--- src/rtl/imem_arbiter.sv ---
// Instruction-memory arbiter: fetch and loader share one synchronous-read port.
// Optional loader anti-starvation ageing is enabled with `define IMEM_ARB_AGE_EN.
module imem_arbiter #(
    parameter int ADDR_W   = 10,
    parameter int MAX_WAIT = 8
) (
    input  logic              clk,
    input  logic              reset,
    input  logic              f_req,
    input  logic [31:0]       f_addr,
    output logic              f_gnt,
    output logic              f_rvalid,
    output logic [31:0]       f_rdata,
    output logic              f_err,
    input  logic              flush,
    input  logic              l_req,
    input  logic              l_we,
    input  logic [ADDR_W-1:0] l_addr,
    input  logic [31:0]       l_wdata,
    output logic              l_gnt,
    output logic              l_rvalid,
    output logic [31:0]       l_rdata,
    output logic              mem_en,
    output logic              mem_we,
    output logic [ADDR_W-1:0] mem_addr,
    output logic [31:0]       mem_wdata,
    input  logic [31:0]       mem_rdata
);

    localparam logic [1:0] RSP_NONE      = 2'd0;
    localparam logic [1:0] RSP_FETCH     = 2'd1;
    localparam logic [1:0] RSP_FETCH_ERR = 2'd2;
    localparam logic [1:0] RSP_LOAD      = 2'd3;

    localparam logic [31:0] NOP = 32'h0000_0013;

    logic [1:0]        rsp_q, rsp_d;
    logic [ADDR_W-1:0] addr_q, addr_d;
    logic [31:0]       wdata_q, wdata_d;
    logic              f_take;
    logic              f_range_err;
    logic              rsp_is_fetch;

    assign f_range_err = (f_addr[31:ADDR_W+2] != '0) || (f_addr[1:0] != 2'b00);

`ifdef IMEM_ARB_AGE_EN
    localparam int AGE_W = $clog2(MAX_WAIT + 1);
    localparam logic [AGE_W-1:0] AGE_MAX = AGE_W'(MAX_WAIT);

    logic [AGE_W-1:0] age_q, age_d;

    // Saturated age hands the loader exactly one grant ahead of fetch.
    assign f_take = f_req & ~reset & (age_q != AGE_MAX);

    always_comb begin
        age_d = age_q;
        if (!l_req || l_gnt) begin
            age_d = '0;
        end else if (age_q != AGE_MAX) begin
            age_d = age_q + 1'b1;
        end
    end

    always_ff @(posedge clk or posedge reset) begin
        if (reset) begin
            age_q <= '0;
        end else begin
            age_q <= age_d;
        end
    end
`else
    assign f_take = f_req & ~reset;
`endif

    assign f_gnt = f_take;
    assign l_gnt = l_req & ~reset & ~f_take;

    always_comb begin
        mem_en    = 1'b0;
        mem_we    = 1'b0;
        addr_d    = addr_q;
        wdata_d   = wdata_q;
        rsp_d     = RSP_NONE;
        if (f_take) begin
            if (f_range_err) begin
                rsp_d = RSP_FETCH_ERR;
            end else begin
                mem_en = 1'b1;
                addr_d = f_addr[ADDR_W+1:2];
                rsp_d  = RSP_FETCH;
            end
        end else if (l_gnt) begin
            mem_en  = 1'b1;
            mem_we  = l_we;
            addr_d  = l_addr;
            wdata_d = l_wdata;
            rsp_d   = l_we ? RSP_NONE : RSP_LOAD;
        end
    end

    // Port address/data are driven straight through while granting and held otherwise.
    assign mem_addr  = addr_d;
    assign mem_wdata = wdata_d;

    always_ff @(posedge clk or posedge reset) begin
        if (reset) begin
            rsp_q   <= RSP_NONE;
            addr_q  <= '0;
            wdata_q <= '0;
        end else begin
            rsp_q   <= rsp_d;
            addr_q  <= addr_d;
            wdata_q <= wdata_d;
        end
    end

    // Flush masks only the response already in flight; the flush-cycle fetch proceeds.
    assign rsp_is_fetch = ((rsp_q == RSP_FETCH) || (rsp_q == RSP_FETCH_ERR)) && !flush;

    assign f_rvalid = rsp_is_fetch;
    assign f_err    = rsp_is_fetch && (rsp_q == RSP_FETCH_ERR);
    assign f_rdata  = !rsp_is_fetch         ? '0  :
                      (rsp_q == RSP_FETCH_ERR) ? NOP : mem_rdata;

    assign l_rvalid = (rsp_q == RSP_LOAD);
    assign l_rdata  = l_rvalid ? mem_rdata : '0;

endmodule

--- config.mk ---
export PLATFORM = sky130hd
export DESIGN_NAME = imem_arbiter
export DESIGN_NICKNAME = d
export VERILOG_FILES = /design/src/rtl/imem_arbiter.sv
export SDC_FILE = /design/constraint.sdc
export NUM_CORES = 1
export LEC_CHECK = 0
export CAP_MARGIN = 40
export CORE_AREA = 2 2 91 93
export DETAILED_ROUTE_END_ITERATION = 10
export DIE_AREA = 0 0 93 95
export PLACE_DENSITY = 0.8
export REMOVE_ABC_BUFFERS = 1
export SLEW_MARGIN = 10
export SYNTH_ARGS = -nofsm -noshare
export SYNTH_HDL_FRONTEND = slang
export SYNTH_SLANG_ARGS = --single-unit
--- constraint.sdc ---
create_clock -name clk -period 4.1 [get_ports clk]
set_input_delay 0.82 -clock clk [delete_from_list [all_inputs] [get_ports clk]]
set_output_delay 0.82 -clock clk [all_outputs]
set_load 0.005 [all_outputs]
* Yosys cells after proc, flatten, opt, wreduce, memory -nomap -nowiden
Cells that the tools add are included.
** Storage, ports and cells
- Logic and storage cells :: 35
- Bits in registers :: 44
** Cells by class
- Bitwise operators :: 5
- Reduce and logical (&&, ||, !) cells :: 7
- Equality and inequality tests :: 3
- Multiplexer cells :: 17
** Operators with widths (count)
- 32-bit 2-to-1 mux :: 5
- 10-bit 2-to-1 mux :: 3
- 20-bit nonzero test :: 1
- 2-bit 2-to-1 mux :: 4
- 1-bit 2-to-1 mux :: 5
- 2-bit equality test (second input constant) :: 2
- 1-bit bitwise AND :: 3
- 2-bit by 1-bit equality test with 1-bit output (second input constant) :: 1
- 1-bit logical AND :: 2
- 1-bit logical OR :: 2
- 1-bit inverter :: 2
- 2-bit nonzero test :: 1
- 1-bit zero test :: 1

* Logic depth before layout (Yosys ltp)
- Word-level depth :: 6
- Depth in mapped cells :: 6

* Least setup slack after synthesis
OpenSTA, ideal clock, no wires.
- Path type :: in2out
- Start point :: input reset
- End point :: output mem_addr[1]
- Data required time :: 3.280 ns
- Setup slack :: 0.324 ns
- Stages :: 5
- Arrival :: 2.956 ns
- Cells stage by stage :: inv_1 -> nand2_1 -> nor4_4 -> buf_6 -> mux2_2
** Between the ends
- Cells in the longest elaborated chain, start to end :: 6
** Ends and longest elaborated chain
- start, declared :: line 8 : input logic reset,
- 1-bit inverter * :: line 72, 76
- 1-bit bitwise AND :: line 72 : assign f_take = f_req & ~reset;
- 1-bit inverter :: line 76 : assign l_gnt = l_req & ~reset & ~f_take;
- 1-bit bitwise AND :: line 76
- 10-bit 2-to-1 mux :: line 92 : end else if (l_gnt) begin
- 10-bit 2-to-1 mux * :: line 84 : if (f_take) begin
- end, declared :: line 25 : output logic [ADDR_W-1:0] mem_addr,
Mark *: on every way between the ends. The rest lies on a longest branch, timed or not.

* Final worst setup path
- Start point :: input f_addr[22]
- End point :: output mem_addr[3]
** Between the ends
- Cells in the longest elaborated chain, start to end :: 4
** Ends and longest elaborated chain
- start, declared :: line 10 : input logic [31:0] f_addr,
- 20-bit nonzero test :: line 44 : assign f_range_err = (f_addr[31:ADDR_W+2] != '0) || (f_addr[1:0] != 2'b00);
- 1-bit logical OR :: line 44
- 10-bit 2-to-1 mux :: line 85 : if (f_range_err) begin
- 10-bit 2-to-1 mux :: line 84
No other way between the ends.

==> results.md <==
| Step | Metric | This run |
|---|---|---|
| logic synthesis | Sequential cell area fraction in the yosys report | 47.44% |
| worst setup path | Critical Setup Path Class | in -> out |
| place | Post-Place Worst Slack | 0.1096 ns |
| drt | WL per Instance | 15.45 um |
| grt | Number of global-route vias before repair | 2369 |
| drt | First-pass detailed-route iteration total | 4 |
| worst setup path | Max Fanout on Critical Path | 12 |
| pwr | Total power density per cell area | 266.4 mW/mm^2 |
| logic synthesis | Count leader, synth | sky130_fd_sc_hd__and2_1 |
| grt | Initial antenna violation count | 0 |
| sta | Unrepaired setup endpoints after global routing | no |
| layout | Post-layout utilization of the core | 60.57% |
| place | Area after detailed placement | 0.004713 mm^2 |
| cts | Number of gates resized after CTS | 0 |
| pwr | Worst ir drop on vdd | 244.7 uV |
| drt | Total wire length after detailed routing | 8188 um |
| run status | Result of the run | finished, final reports clean |
| sta | Total count of hold-check failures in the final report | 0 |
| logic synthesis | Distinct cell type count of the synthesized netlist | 21 |
| run | Max capacitance violation total | 0 |
| worst setup path | Endpoint kind of the worst setup timing path | output pin |
| sta | Total Neg Setup Slack | 0 ns |
| floorplanning | Number of primary I/O pins | 225 |
| floorplanning | Core region area | 0.007928 mm^2 |
| sta | Transition at the pin with the smallest max-transition slack | 0.8020 ns |
| drt | DRC violations left | 0 |
| logic synthesis | Dominant synthesized flop cell | sky130_fd_sc_hd__dfrtp_1 |
| worst setup path | Startpoint kind of the worst setup timing path | input pin |
| cts | Worst-Skew Late Latency | 0.28 ns |
| min path | Class of the worst hold path | reg -> reg |
| layout | Area overhead of the layout relative to synthesis | 106.9% |
| layout | Non-Filler Cell Area, Final | 0.004802 mm^2 |
| floorplanning | Die Area | 0.008835 mm^2 |
| cts | H-tree levels | 2 |
| sta | Total count of max-transition violations in the final report | 0 |
| logic synthesis | Area share of the largest cell type after synthesis | 47.44% |
| logic synthesis | Synth top area cells | sky130_fd_sc_hd__dfrtp_1, sky130_fd_sc_hd__mux2_2, sky130_fd_sc_hd__and2_1, sky130_fd_sc_hd__ha_1, sky130_fd_sc_hd__nor4_1 |
| layout | Fraction of layout instances using a drive strength above 1 | 16.71% |
| cts | Maximum count of clock buffers along a single path | 2 |
| logic synthesis | Syn_area_per_cell | 11.72 um^2 |
| sta | Worst slew margin relative to its limit | 46.53% |
| drt | Remaining number of nets flagged by the antenna check after routing | 0 |
| cts | TritonCTS clock tree | yes |
| layout | Area of combinational cells with multiple inputs | 0.001154 mm^2 |
| worst setup path | Worst path arrival time | 3.17 ns |
| drt | Starting DRC count in detailed routing | 51 |
| logic synthesis | Count of flip-flops with a built-in enable after synthesis | 0 |
| sta | Final Critical Period | 3.995 ns |
| cts | Post-CTS Setup Inserts | 0 |
| floorplanning | Number of cell rows | 33 |
| sta | Smallest hold slack | 0.5012 ns |
| worst setup path | Origin of the critical flop-to-flop path | addr_q[2] |
| floorplanning | Die Span X | 93 um |
| worst setup path | Worst EP required | 3.28 ns |
| place | Global placer's final weighted congestion | 0.8445 |
| layout | Total Nets Final | 538 |
| grt | Combined global-route utilization of all metal layers | 18.20% |
| sta | Final worst path period share | 97.44% |
| logic synthesis | Post-synthesis async set-or-reset flop share | 100.0% |
| drt | Per-cell via count in the routed design | 4.372 |
| worst setup path | Worst setup startpoint | f_addr[22] |
| min path | Min-Delay Startpoint | wdata_q[21] |
| place | Estimated wirelength of the detail-placed design | 6804 um |
| cts | Number of clock sinks | 44 |
| cts | # hold bufs at CTS | 0 |
| sta | Setup slack of the critical path after layout | 0.1050 ns |
| floorplanning | Vert. Die Dim | 95 um |
| logic synthesis | Post-synth top area cell | sky130_fd_sc_hd__dfrtp_1 |
| cts | Buffer cell driving the clock tree root | sky130_fd_sc_hd__clkbuf_8 |
| sta | Worst setup skew after layout | 0 ns |
| cts | TritonCTS Buffers | 5 |
| layout | Total inserted antenna cells | 0 |
| logic synthesis | Cell area after technology mapping | 0.002321 mm^2 |
| grt | Largest net degree at the start of global routing | 45 |
| floorplanning | Initial core utilization | 29.28% |
| logic synthesis | Count of yosys warnings during synthesis | 0 |
| layout | Filler instances | 677 |
| grt | Wire length of the first global-routing pass | 12410 um |
| logic synthesis | Flop and latch count out of synthesis | 44 |
| pwr | Pleak | 1.933 nW |
| grt | Grt total ovfl | 0 |
| place | IO buf count | 224 |
| logic synthesis | Gate Count Post-Synth | 198 |
| layout | Storage element area | 0.001101 mm^2 |
| logic synthesis | Commonest cells in the netlist | sky130_fd_sc_hd__and2_1, sky130_fd_sc_hd__mux2_2, sky130_fd_sc_hd__dfrtp_1, sky130_fd_sc_hd__clkbuf_1 |
| sta | Setup Viol. Count Final | 0 |
| sta | Fmax achieved | 250.3 MHz |
| cts | Clock slew at the register clock pins of the worst setup and hold paths | 0.08 ns |
| drt | Vias after detailed routing | 2317 |
-- kinds of logic after synthesis --
family / Yosys count / synth area share (%)
AOI/OAI and AO/OA: 5 / 1.564
adders and majority gates: 2 / 1.078
buffers and inverters: 15 / 3.072
DFF: 44 / 47.44
muxes: 52 / 25.23
and+or+nand+nor: 80 / 21.62
-- cell type report --
class / instances / share of cell area, %
Clock buffer: 6 / 1.511
Clock inverter: 2 / 0.3387
Inverter: 4 / 0.3127
Multi-Input combinational cell: 139 / 24.02
Sequential cell: 44 / 22.93
Tap cell: 105 / 2.736
Timing Repair Buffer: 230 / 48.15
-- metal layers --
metal  vias to the layer above  GRT usage (%)  part of all wire (%)
met5                         -              0                     0
met4                         0          4.902                   1.2
met3                         6          5.746                   9.3
met2                       124          34.30                    54
met1                      1071          19.61                    35
li1                       1116              -                     -
-- sequential cells by signal, indices dropped and copies added, names as in the netlist --
name and cells:
wdata_q 32, addr_q 10, rsp_q 2
-- worst max-delay path: stages --
cell and delay (ns):
sky130_fd_sc_hd__clkdlybuf4s50_1 0.40, sky130_fd_sc_hd__nor4_1 0.46, sky130_fd_sc_hd__nand2_1 0.18, sky130_fd_sc_hd__nor4_4 0.32
sky130_fd_sc_hd__buf_12 0.19, sky130_fd_sc_hd__mux2_2 0.35, sky130_fd_sc_hd__clkdlybuf4s50_1 0.46
-- metrics by stage --
step / instances / power [mW]
floorplan: 187 / 0.6862
global placement: 522 / 1.010
detailed placement: 522 / 1.025
CTS: 530 / 1.304
global route: 530 / 1.357
finish: 530 / 1.279
-- final timing paths --
check	slack, ns	cells after the start	end
worst max register to register	3.09	2	addr_q[2]
worst min-delay path	0.50	1	wdata_q[21]
max in group asynchronous	2.68	3	addr_q[6]
min in group asynchronous	1.02	3	rsp_q[0]
worst min register to register	0.50	1	wdata_q[21]
worst max-delay path	0.11	7	mem_addr[3]
-- power by group --
group / total, mW / internal [mW] / switching, mW
clock: 0.269 / 0.121 / 0.148
combinational: 0.480 / 0.336 / 0.144
sequential: 0.530 / 0.511 / 0.0187
-- cells in the final DEF, fill, tap and decap left out, drive strengths merged --
master / instances
nand2: 5
or2: 1
o21bai: 1
clkdlybuf4s50: 224
clkinvlp: 1
nor3: 2
ha: 2
mux2: 52
o22ai: 1
buf: 6
o21a: 3
and2: 62
clkbuf: 6
and3: 1
nor2: 3
inv: 4
dfrtp: 44
clkinv: 1
nor4: 6
(Power assumes the default switching activity.)
